==> src/rtl/serial_addsub16_pkg.sv <==
`default_nettype none
// ============================================================================
// Module   : serial_addsub16_pkg
// Brief    : Shared constants and types for the nibble-serial add/subtract
//            sequencer.
// Revision : 1.0 - initial release
// ============================================================================
package serial_addsub16_pkg;

  localparam int NIBBLE_W = 4;

  localparam logic [1:0] ST_IDLE = 2'd0;
  localparam logic [1:0] ST_RUN  = 2'd1;
  localparam logic [1:0] ST_DONE = 2'd2;

  localparam logic OP_ADD = 1'b0;
  localparam logic OP_SUB = 1'b1;

  // Status flags captured when the last slice completes
  typedef struct packed {
    logic carry;
    logic overflow;
    logic zero;
  } flags_t;

endpackage : serial_addsub16_pkg
`default_nettype wire

==> src/rtl/serial_addsub16_if.sv <==
`default_nettype none
// ============================================================================
// Module   : serial_addsub16_if
// Brief    : Operand and result handshake bundle of serial_addsub16.
// Revision : 1.0 - initial release
// ============================================================================
interface serial_addsub16_if #(
  parameter int NIBBLES = 4
);
  localparam int W = 4 * NIBBLES;

  logic         in_valid;
  logic         in_ready;
  logic [W-1:0] a;
  logic [W-1:0] b;
  logic         op_sub;
  logic         out_valid;
  logic         out_ready;
  logic [W-1:0] result;
  logic         carry;
  logic         overflow;
  logic         zero;
  logic         busy;

  // Producer of operands and consumer of results
  modport master (
    output in_valid, a, b, op_sub, out_ready,
    input  in_ready, out_valid, result, carry, overflow, zero, busy
  );

  // The sequencer itself
  modport slave (
    input  in_valid, a, b, op_sub, out_ready,
    output in_ready, out_valid, result, carry, overflow, zero, busy
  );

endinterface : serial_addsub16_if
`default_nettype wire

==> src/rtl/serial_addsub16_cla_slice4.sv <==
`default_nettype none
// ============================================================================
// Module   : cla_slice4
// Brief    : Combinational 4-bit carry-lookahead adder slice.
// Revision : 1.0 - initial release
// ============================================================================
module cla_slice4 (
  input  wire logic [3:0] i_a,
  input  wire logic [3:0] i_b,
  input  wire logic       i_c,
  output logic      [3:0] o_s,
  output logic            o_c
);

  logic [3:0] w_p;
  logic [3:0] w_g;
  logic [4:0] w_c;

  // Generate/propagate terms and flattened lookahead carries
  always_comb begin
    w_p    = i_a ^ i_b;
    w_g    = i_a & i_b;
    w_c[0] = i_c;
    w_c[1] = w_g[0] | (w_p[0] & i_c);
    w_c[2] = w_g[1] | (w_p[1] & w_g[0]) | (w_p[1] & w_p[0] & i_c);
    w_c[3] = w_g[2] | (w_p[2] & w_g[1]) | (w_p[2] & w_p[1] & w_g[0])
           | (w_p[2] & w_p[1] & w_p[0] & i_c);
    w_c[4] = w_g[3] | (w_p[3] & w_g[2]) | (w_p[3] & w_p[2] & w_g[1])
           | (w_p[3] & w_p[2] & w_p[1] & w_g[0])
           | (w_p[3] & w_p[2] & w_p[1] & w_p[0] & i_c);
    o_s    = w_p ^ w_c[3:0];
    o_c    = w_c[4];
  end

endmodule : cla_slice4
`default_nettype wire

==> src/rtl/serial_addsub16.sv <==
`default_nettype none
// ============================================================================
// Module   : serial_addsub16
// Brief    : Nibble-serial add/subtract sequencer reusing one 4-bit CLA slice,
//            one nibble per cycle, with registered carry feedback.
// Revision : 1.0 - initial release
// ============================================================================
module serial_addsub16
  import serial_addsub16_pkg::*;
#(
  parameter int NIBBLES = 4
) (
  input wire logic         clk,
  input wire logic         rst_n,
  serial_addsub16_if.slave bus
);

  localparam int W     = NIBBLE_W * NIBBLES;
  localparam int CNT_W = (NIBBLES > 1) ? $clog2(NIBBLES) : 1;
  localparam logic [CNT_W-1:0] C_LAST = CNT_W'(NIBBLES - 1);

  logic [1:0]       r_state;
  logic [CNT_W-1:0] r_cnt;
  logic [W-1:0]     r_a;
  logic [W-1:0]     r_b;      // already inverted for subtraction
  logic             r_c;
  logic [W-1:0]     r_result;
  flags_t           r_flags;

  logic [NIBBLE_W-1:0] w_a_nib;
  logic [NIBBLE_W-1:0] w_b_nib;
  logic [NIBBLE_W-1:0] w_sum;
  logic                w_cout;
  logic [W-1:0]        w_result_next;

  // Select the active nibble and merge the slice sum into the running result
  always_comb begin
    w_a_nib       = r_a[int'(r_cnt) * NIBBLE_W +: NIBBLE_W];
    w_b_nib       = r_b[int'(r_cnt) * NIBBLE_W +: NIBBLE_W];
    w_result_next = r_result;
    w_result_next[int'(r_cnt) * NIBBLE_W +: NIBBLE_W] = w_sum;
  end

  cla_slice4 u_slice (
    .i_a (w_a_nib),
    .i_b (w_b_nib),
    .i_c (r_c),
    .o_s (w_sum),
    .o_c (w_cout)
  );

  // Sequencer: accept operands, walk the slices, hold the result until taken
  always_ff @(posedge clk or negedge rst_n) begin
    if (!rst_n) begin
      r_state  <= ST_IDLE;
      r_cnt    <= '0;
      r_a      <= '0;
      r_b      <= '0;
      r_c      <= 1'b0;
      r_result <= '0;
      r_flags  <= '0;
    end else begin
      case (r_state)
        ST_IDLE: begin
          if (bus.in_valid) begin
            r_a     <= bus.a;
            r_b     <= (bus.op_sub == OP_SUB) ? ~bus.b : bus.b;
            r_c     <= bus.op_sub;
            r_cnt   <= '0;
            r_state <= ST_RUN;
          end
        end
        ST_RUN: begin
          r_result <= w_result_next;
          r_c      <= w_cout;
          r_cnt    <= r_cnt + 1'b1;
          if (r_cnt == C_LAST) begin
            // Flags are frozen together with the final nibble
            r_flags.carry    <= w_cout;
            r_flags.overflow <= (r_a[W-1] == r_b[W-1]) &&
                                (w_result_next[W-1] != r_a[W-1]);
            r_flags.zero     <= ~|w_result_next;
            r_state          <= ST_DONE;
          end
        end
        ST_DONE: begin
          if (bus.out_ready) begin
            r_state <= ST_IDLE;
          end
        end
        default: r_state <= ST_IDLE;
      endcase
    end
  end

  assign bus.in_ready  = (r_state == ST_IDLE);
  assign bus.out_valid = (r_state == ST_DONE);
  assign bus.busy      = (r_state != ST_IDLE);
  assign bus.result    = r_result;
  assign bus.carry     = r_flags.carry;
  assign bus.overflow  = r_flags.overflow;
  assign bus.zero      = r_flags.zero;

endmodule : serial_addsub16
`default_nettype wire
==> src/flat_wrapper.sv <==
// flat-port wrapper written by rule: the top's interface ports become plain ports
module serial_addsub16_flat import serial_addsub16_pkg::*;
#(
  parameter int NIBBLES = 4
)
  (clk, rst_n, bus_in_valid, bus_a, bus_b, bus_op_sub, bus_out_ready, bus_in_ready, bus_out_valid, bus_result, bus_carry, bus_overflow, bus_zero, bus_busy);
  serial_addsub16_if #(.NIBBLES(NIBBLES)) bus_i ();
  input wire logic clk;
  input wire logic rst_n;
  input wire logic [$bits(bus_i.in_valid)-1:0] bus_in_valid;
  input wire logic [$bits(bus_i.a)-1:0] bus_a;
  input wire logic [$bits(bus_i.b)-1:0] bus_b;
  input wire logic [$bits(bus_i.op_sub)-1:0] bus_op_sub;
  input wire logic [$bits(bus_i.out_ready)-1:0] bus_out_ready;
  output wire logic [$bits(bus_i.in_ready)-1:0] bus_in_ready;
  output wire logic [$bits(bus_i.out_valid)-1:0] bus_out_valid;
  output wire logic [$bits(bus_i.result)-1:0] bus_result;
  output wire logic [$bits(bus_i.carry)-1:0] bus_carry;
  output wire logic [$bits(bus_i.overflow)-1:0] bus_overflow;
  output wire logic [$bits(bus_i.zero)-1:0] bus_zero;
  output wire logic [$bits(bus_i.busy)-1:0] bus_busy;
  assign bus_i.in_valid = bus_in_valid;
  assign bus_i.a = bus_a;
  assign bus_i.b = bus_b;
  assign bus_i.op_sub = bus_op_sub;
  assign bus_i.out_ready = bus_out_ready;
  assign bus_in_ready = bus_i.in_ready;
  assign bus_out_valid = bus_i.out_valid;
  assign bus_result = bus_i.result;
  assign bus_carry = bus_i.carry;
  assign bus_overflow = bus_i.overflow;
  assign bus_zero = bus_i.zero;
  assign bus_busy = bus_i.busy;
  serial_addsub16 #(.NIBBLES(NIBBLES)) u_core (.clk(clk), .rst_n(rst_n), .bus(bus_i));
endmodule
==> config.mk <==
export PLATFORM = sky130hd
export DESIGN_NAME = serial_addsub16_flat
export DESIGN_NICKNAME = d
export VERILOG_FILES = /design/src/rtl/serial_addsub16_pkg.sv /design/src/rtl/serial_addsub16_if.sv /design/src/rtl/serial_addsub16_cla_slice4.sv /design/src/rtl/serial_addsub16.sv /design/src/flat_wrapper.sv
export SDC_FILE = /design/constraint.sdc
export NUM_CORES = 1
export LEC_CHECK = 0
export CAP_MARGIN = 5
export CORE_ASPECT_RATIO = 1.4
export CORE_MARGIN = 2
export CORE_UTILIZATION = 55
export CTS_BUF_LIST = sky130_fd_sc_hd__clkbuf_4
export DETAILED_ROUTE_END_ITERATION = 10
export PLACE_DENSITY = 0.9
export RECOVER_POWER = 25
export SLEW_MARGIN = 20
export SYNTH_ARGS = -nofsm -noshare
export SYNTH_HDL_FRONTEND = slang
export SYNTH_SLANG_ARGS = --single-unit
export TNS_END_PERCENT = 20
==> constraint.sdc <==
create_clock -name clk -period 5.1 [get_ports clk]
set_input_delay 1.53 -clock clk [delete_from_list [all_inputs] [get_ports clk]]
set_output_delay 1.53 -clock clk [all_outputs]
set_load 0.02 [all_outputs]
==> results of run 1 <==
## area by class of cell
| cell class | instances | area [um^2] |
|---|---|---|
| fill | 360 | 1373 |
| inverter | 4 | 15.01 |
| sequential | 56 | 1401 |
| timing repair buffer | 60 | 590.6 |
| multi-input combinational | 203 | 1340 |
| clock buffer | 5 | 37.54 |
| clock inverter | 3 | 42.54 |
| tap | 64 | 80.08 |
## critical path: cells and delay by family, from the launching register on
kind | cells | cell delay (ns)
AND/OR/NAND/NOR | 1 | 0.26
buffers and inverters | 1 | 0.67
flip-flops | 1 | 0.43
## worst min path at each step
stage | cells past startpoint | slack, ns | startpoint | to
2_1_floorplan | 2 | 0.44 | u_core.r_a[10] | u_core.r_a[10]
3_3_place_gp | 2 | 0.45 | u_core.r_a[14] | u_core.r_a[14]
3_5_place_dp | 2 | 0.46 | u_core.r_a[14] | u_core.r_a[14]
4_1_cts | 2 | 0.50 | u_core.r_a[0] | u_core.r_a[0]
5_1_grt | 2 | 0.51 | u_core.r_a[13] | u_core.r_a[13]
6_report | 2 | 0.49 | u_core.r_a[0] | u_core.r_a[0]
## report_power, final
| part | internal (mW) | switching [mW] | total (mW) |
|---|---|---|---|
| logic | 0.598 | 0.722 | 1.32 |
| registers | 0.631 | 0.158 | 0.789 |
| clock network | 0.102 | 0.132 | 0.235 |
## metal layers
metal | vias to the layer above | wire length, um
met5 | - | 0
met4 | 0 | 111
met3 | 11 | 246
met2 | 77 | 2873
met1 | 1008 | 2196
li1 | 1052 | -
## layout by cell type (no fill, tap or decap), types with 2 or more instances in the layout
cell             count
a21oi_1              6
a22o_1              10
a32o_1               3
and2_1               3
buf_4                2
clkbuf_4             5
clkdlybuf4s50_1     57
dfrtp_1             56
ha_1                11
inv_1                4
mux4_2               7
nand2_1             84
nand2b_1             4
nor2_1               4
nor2b_1              2
nor3_1               2
nor4_1               4
o21ai_0              2
o21ai_1             26
o22ai_1              2
or2_1                2
xnor2_1             17
## stage by stage
stage	cells	worst slack (ns)	instance area [um^2]	power [mW]	hold WS (ns)
3_5_place_dp	387	2.046	3427	2.121	0.4614
3_3_place_gp	387	2.062	3427	2.060	0.4546
6_report	395	1.841	3507	2.344	0.4901
4_1_cts	395	1.828	3507	2.357	0.4952
2_1_floorplan	276	2.480	2816	1.730	0.4403
5_1_grt	395	1.732	3507	2.520	0.5143
## registers in the layout, summed over array words and instances (netlist names)
signal	cells
u_core.r_state	2
u_core.bus.overflow	1
u_core.r_c	1
u_core.bus.carry	1
u_core.r_cnt	2
u_core.r_a	16
u_core.r_b	16
u_core.bus.zero	1
u_core.bus.result	16
## logic make-up after synthesis
logic type,after synthesis
AOI/OAI and AO/OA,57
adders and majority gates,12
DFF,56
xor gates and xnor gates,18
muxes,8
and+or+nand+nor,108
buffers and inverters,17
==> run_results.csv, run 1 <==
group,metric,value,unit
cts,cts_tree,"done",
floorplanning,core_region_area,0.004880,mm^2
detailed_routing,routed_wirelength,5427,um
detailed_routing,drtIter0Drc,103,
timing,grt_setup_unrepaired,"false",
floorplanning,io_pins,59,
detailed_routing,ant_nets,0,
timing,finalCritPeriodShare,0.6390,
detailed_routing,drcViolationCount,0,
cts,cts.path.max_buffers,2,
cts,clock-sinks,56,
global_routing,grt_max_degree,57,
hold_path,min_path_type,"reg2reg",
yosys,synthArstFlopShare,1.000,
cts,clk_pin_slew,0.15,ns
final_layout,final_core_utilization,0.7187,
yosys,synth.area.top_cells,"dfrtp_1 50%, nand2_1 11%, mux4_2 5.6%",
global_routing,use_met3,0.04071,
cts,cts_buffers,5,
timing,fin_skew,0.009216,ns
yosys,synthAdderAreaFrac,0.05598,
yosys,synth_compound_area_frac,0.1346,
run_status,status,"finished clean",
setup_path,reg2regPathDepth,7,
setup_path,timing.rr.start,"u_core.r_cnt[0]",
detailed_routing,avgRoutedWirePerCell,13.74,um
global_routing,grt-ovfl-total,0,
timing,max_slew_margin,0.2758,
final_layout,layout.nets,379,
yosys,synthCells,276,
setup_path,cp-start-kind,"flip-flop",
detailed_routing,drt-vias-per-instance,5.438,
setup_path,worstSetupEndpoint,"bus_in_ready",
yosys,ys_types,35,
yosys,synth_area_leader_cell,"dfrtp_1",
yosys,avgSynthCellArea,10.20,um^2
global_routing,antenna_found_initial,0,
timing,tns,0,ns
floorplanning,die_x,64.48,um
cts,post-cts-setup-buffer-count,0,
floorplanning,rows,30,
setup_path,timing.rr.end,"u_core.bus.zero",
global_routing,top_usage_layer,"met2",
floorplanning,dieArea,0.005717,mm^2
yosys,synth-seq-cells,56,
setup_path,crit_type,"reg2out",
final_layout,drive_above_1_share,0.06647,
yosys,synth_most_common_cell,"nand2_1",
timing,setup_viol,0,
yosys,syn-num-nets,325,
timing,tightestPinTransition,1.084,ns
setup_path,startpoint,"u_core.r_state[0]",
placement,dp.final_hpwl,4072,um
yosys,synth-simple-area-share,0.1639,
global_routing,grt_pass1_wl,9197,um
yosys,synthTopCellsByCount,"84 x nand2_1, 56 x dfrtp_1, 26 x o21ai_1",
cts,ctsHoldBuffers,0,
yosys,syn_area,0.002816,mm^2
power_and_ir_drop,p_per_area,668.4,mW/mm^2
flow_run,maxCapViolCount,0,
timing,finalMaxSlewViolations,0,
placement,io_buffers,58,
yosys,synth_mux_area_frac,0.06530,
setup_path,r2r_slack,2.08,ns
power_and_ir_drop,peakVddDrop,0.4402,mV
setup_path,critPathRequiredTime,3.57,ns
yosys,synth_top_family_by_area,"simple AND/OR/NAND/NOR gates",
yosys,yosysTopAreaCellShare,0.4976,
cts,clock_latency,0.37,ns
setup_path,cp.arrival,1.73,ns
setup_path,critPathMaxStageDelay,0.67,ns
cts,cts_htree_levels,2,
global_routing,first_global_vias,2045,
setup_path,end_kind,"primary output",
floorplanning,die_h,88.67,um
detailed_routing,vias,2148,
yosys,ys_seq_area_frac,0.4976,
setup_path,cpMaxStageDelayCell,"clkdlybuf4s50_1",
cts,cts_resized,0,
yosys,synth_xor_area_frac,0.05598,
setup_path,crit_path_cell_trace,"nor2_1 > clkdlybuf4s50_1",
floorplanning,initial_core_util,0.5772,
global_routing,grt_util_met2,0.3750,
yosys,synth-edff-count,0,
final_layout,diodes,0,
yosys,yosysWarningCount,0,
setup_path,critPathMaxFanout,4,
final_layout,area_growth,24.52,%
global_routing,use_met1,0.2506,
global_routing,grt.total_usage,0.2078,
placement,place.gp.congestion,0.8898,
timing,hold_viol,0,
cts,clockRootBuffer,"clkbuf_4",
detailed_routing,drtPass1Iterations,4,
timing,fmax,306.9,MHz
timing,post-route-min-period,3.259,ns
power_and_ir_drop,leakagePower,1.578,nW
yosys,synthFlopType,"dfrtp_1",
No activity file was read; power rests on OpenSTA's default activity.
==> inputs of run 2 (changes only) <==
CORE_UTILIZATION = 53   (was 55)
PLACE_DENSITY = 0.87   (was 0.9)
clock period = 3.1 ns   (was 5.1 ns; I/O delays follow)
==> run 2 against run 1 <==
The run now ends with max-capacitance violations left. Clock power grew 30%. Sequential share of layout area is essentially flat. Critical path depth grew 5. Clock-buffer cell count grew 1. Combinational power grew 69%. Clock skew is essentially flat. Largest cell class unchanged. Highest routed layer unchanged.
==> run_results.csv, run 2 (synthesis results as in run 1) <==
group,metric,value,unit
setup_path,crit_path_cell_trace,"mux4_2 > ha_1 > o21ai_0 > o21bai_1 > a21boi_2 > o41ai_2 > a22o_1",
final_layout,final_cell_mix,"84 x nand2_1, 57 x clkdlybuf4s50_1, 56 x dfrtp_1",
detailed_routing,drtIter0Drc,118,
final_layout,layout.cells.non_filler,400,
cts,cts_tree,"done",
cts,clk_pin_slew,0.14,ns
setup_path,timing.rr.end,"u_core.bus.zero",
placement,io_buffers,58,
timing,max_slew_margin,0.004504,
global_routing,grt-ovfl-total,0,
setup_path,reg2regPathDepth,7,
hold_path,holdCritStartpoint,"u_core.r_a[5]",
floorplanning,dieArea,0.005922,mm^2
cts,ctsHoldBuffers,0,
timing,grt_setup_unrepaired,"false",
setup_path,crit_type,"reg2reg",
floorplanning,io_pins,59,
global_routing,first_global_vias,2276,
timing,post-route-min-period,2.800,ns
setup_path,end_kind,"flip-flop",
detailed_routing,drt-vias-per-instance,5.455,
setup_path,cp.arrival,3.09,ns
detailed_routing,routed_wirelength,5997,um
timing,finalCritPeriodShare,0.9031,
setup_path,critPathRequiredTime,3.39,ns
power_and_ir_drop,p_per_area,1099,mW/mm^2
detailed_routing,drcViolationCount,0,
setup_path,cpMaxStageDelayCell,"dfrtp_1",
timing,tns,0,ns
global_routing,grt.total_usage,0.2322,
floorplanning,rows,31,
setup_path,critPathMaxFanout,12,
cts,cts.path.max_buffers,2,
detailed_routing,avgRoutedWirePerCell,14.99,um
detailed_routing,vias,2182,
detailed_routing,drtPass1Iterations,4,
power_and_ir_drop,peakVddDrop,0.7203,mV
power_and_ir_drop,power,3.852,mW
timing,hold_viol,0,
cts,clockRootBuffer,"clkbuf_4",
cts,clock_latency,0.37,ns
timing,holdWs,0.4940,ns
flow_run,maxCapViolCount,1,
global_routing,grt_pass1_wl,10650,um
power_and_ir_drop,leakagePower,1.585,nW
cts,cts_buffers,5,
timing,fin_skew,0.009475,ns
floorplanning,die_h,90.26,um
floorplanning,core_region_area,0.005159,mm^2
timing,finalWorstSetupSlack,0.3003,ns
setup_path,timing.rr.start,"u_core.r_cnt[0]",
floorplanning,die_x,65.61,um
timing,finalMaxSlewViolations,0,
placement,placed_cells,393,
final_layout,final_common_cell,"nand2_1",
timing,fmax,357.2,MHz
cts,post-cts-setup-buffer-count,0,
setup_path,critPathMaxStageDelay,0.72,ns
run_status,violations,"max-capacitance violations",
setup_path,cp-start-kind,"flip-flop",
setup_path,cp_num_buf_inv,0,
final_layout,layout.nets,383,
global_routing,grt_max_degree,50,
hold_path,holdPathEnd,"u_core.r_a[5]",
cts,cts_htree_levels,2,
detailed_routing,ant_nets,0,
final_layout,diodes,0,
final_layout,drive_above_1_share,0.07186,
cts,clock-sinks,56,
placement,pre_cts_ws,0.3406,ns
hold_path,whs_path_depth,2,
floorplanning,initial_core_util,0.5460,
final_layout,area_growth,24.48,%
run_status,status,"finished, violations left",
setup_path,crit_family,"compound AO/OA/AOI/OAI gates",
placement,dp.final_hpwl,4647,um
global_routing,antenna_found_initial,0,
timing,tightestPinTransition,1.493,ns
setup_path,r2r_slack,0.30,ns
cts,cts_resized,0,
placement,place.gp.congestion,0.9008,
hold_path,min_path_type,"reg2reg",
timing,setup_viol,0,
==> run 2: cell count changes in the layout (fill, tap and decap cells not counted), sizes merged <==
cell | previous run | this run
clkbuf | 5 | 8
buf | 3 | 5
bufinv | 1 | 0
clkinvlp | 1 | 0
==> run 2: power by group <==
group / internal, mW / total, mW / switching, mW
Clock: 0.0929 / 0.305 / 0.212
Sequential: 1.04 / 1.32 / 0.278
Combinational: 1.01 / 2.23 / 1.22
==> run 2: worst min-delay path: cells and delay by family (launching register included) <==
family | cells | cell delay (ns)
flops | 1 | 0.37
simple gates | 2 | 0.11
==> run 2: metrics by stage <==
step | area [um^2] | utilization
2_1_floorplan | 2816 | -
3_3_place_gp | 3472 | 0.6731
3_5_place_dp | 3472 | 0.6731
4_1_cts | 3522 | 0.6828
5_1_grt | 3506 | 0.6796
6_report | 3506 | 0.6796
==> run 2: how the worst max path moves through the flow <==
stage                         start                    end  slack [ns]  cells after the start
global placement    u_core.r_cnt[0]        u_core.bus.zero        0.40                      7
detailed placement  u_core.r_cnt[0]        u_core.bus.zero        0.34                      7
floorplan           u_core.r_cnt[0]  u_core.bus.result[11]        0.48                      8
finish              u_core.r_cnt[0]        u_core.bus.zero        0.30                      7
CTS                 u_core.r_cnt[0]        u_core.bus.zero        0.32                      7
global route        u_core.r_cnt[0]  u_core.bus.result[11]        0.14                      7
==> run 2: routing by layer <==
metal	global-route usage	wire [um]	vias up
met5	0	0	-
li1	-	-	1065
met3	0.03117	220	14
met4	0.09549	136	0
met2	0.4286	3396	67
met1	0.2604	2244	1036
==> run 2: final cells by class <==
type                            instances  area [um^2]
Multi-Input combinational cell        203         1340
Fill cell                             423         1653
Sequential cell                        56         1401
Timing Repair Buffer                   64        616.8
Clock inverter                          1        5.005
Clock buffer                            6        45.04
Tap cell                               66        82.58
Inverter                                4        15.01
==> inputs of run 3 (changes only) <==
CTS_CLUSTER_SIZE = 25   (was unset)
==> results of run 3 <==
Same layout as run 2: the final DEF is identical, and so are final timing and power.
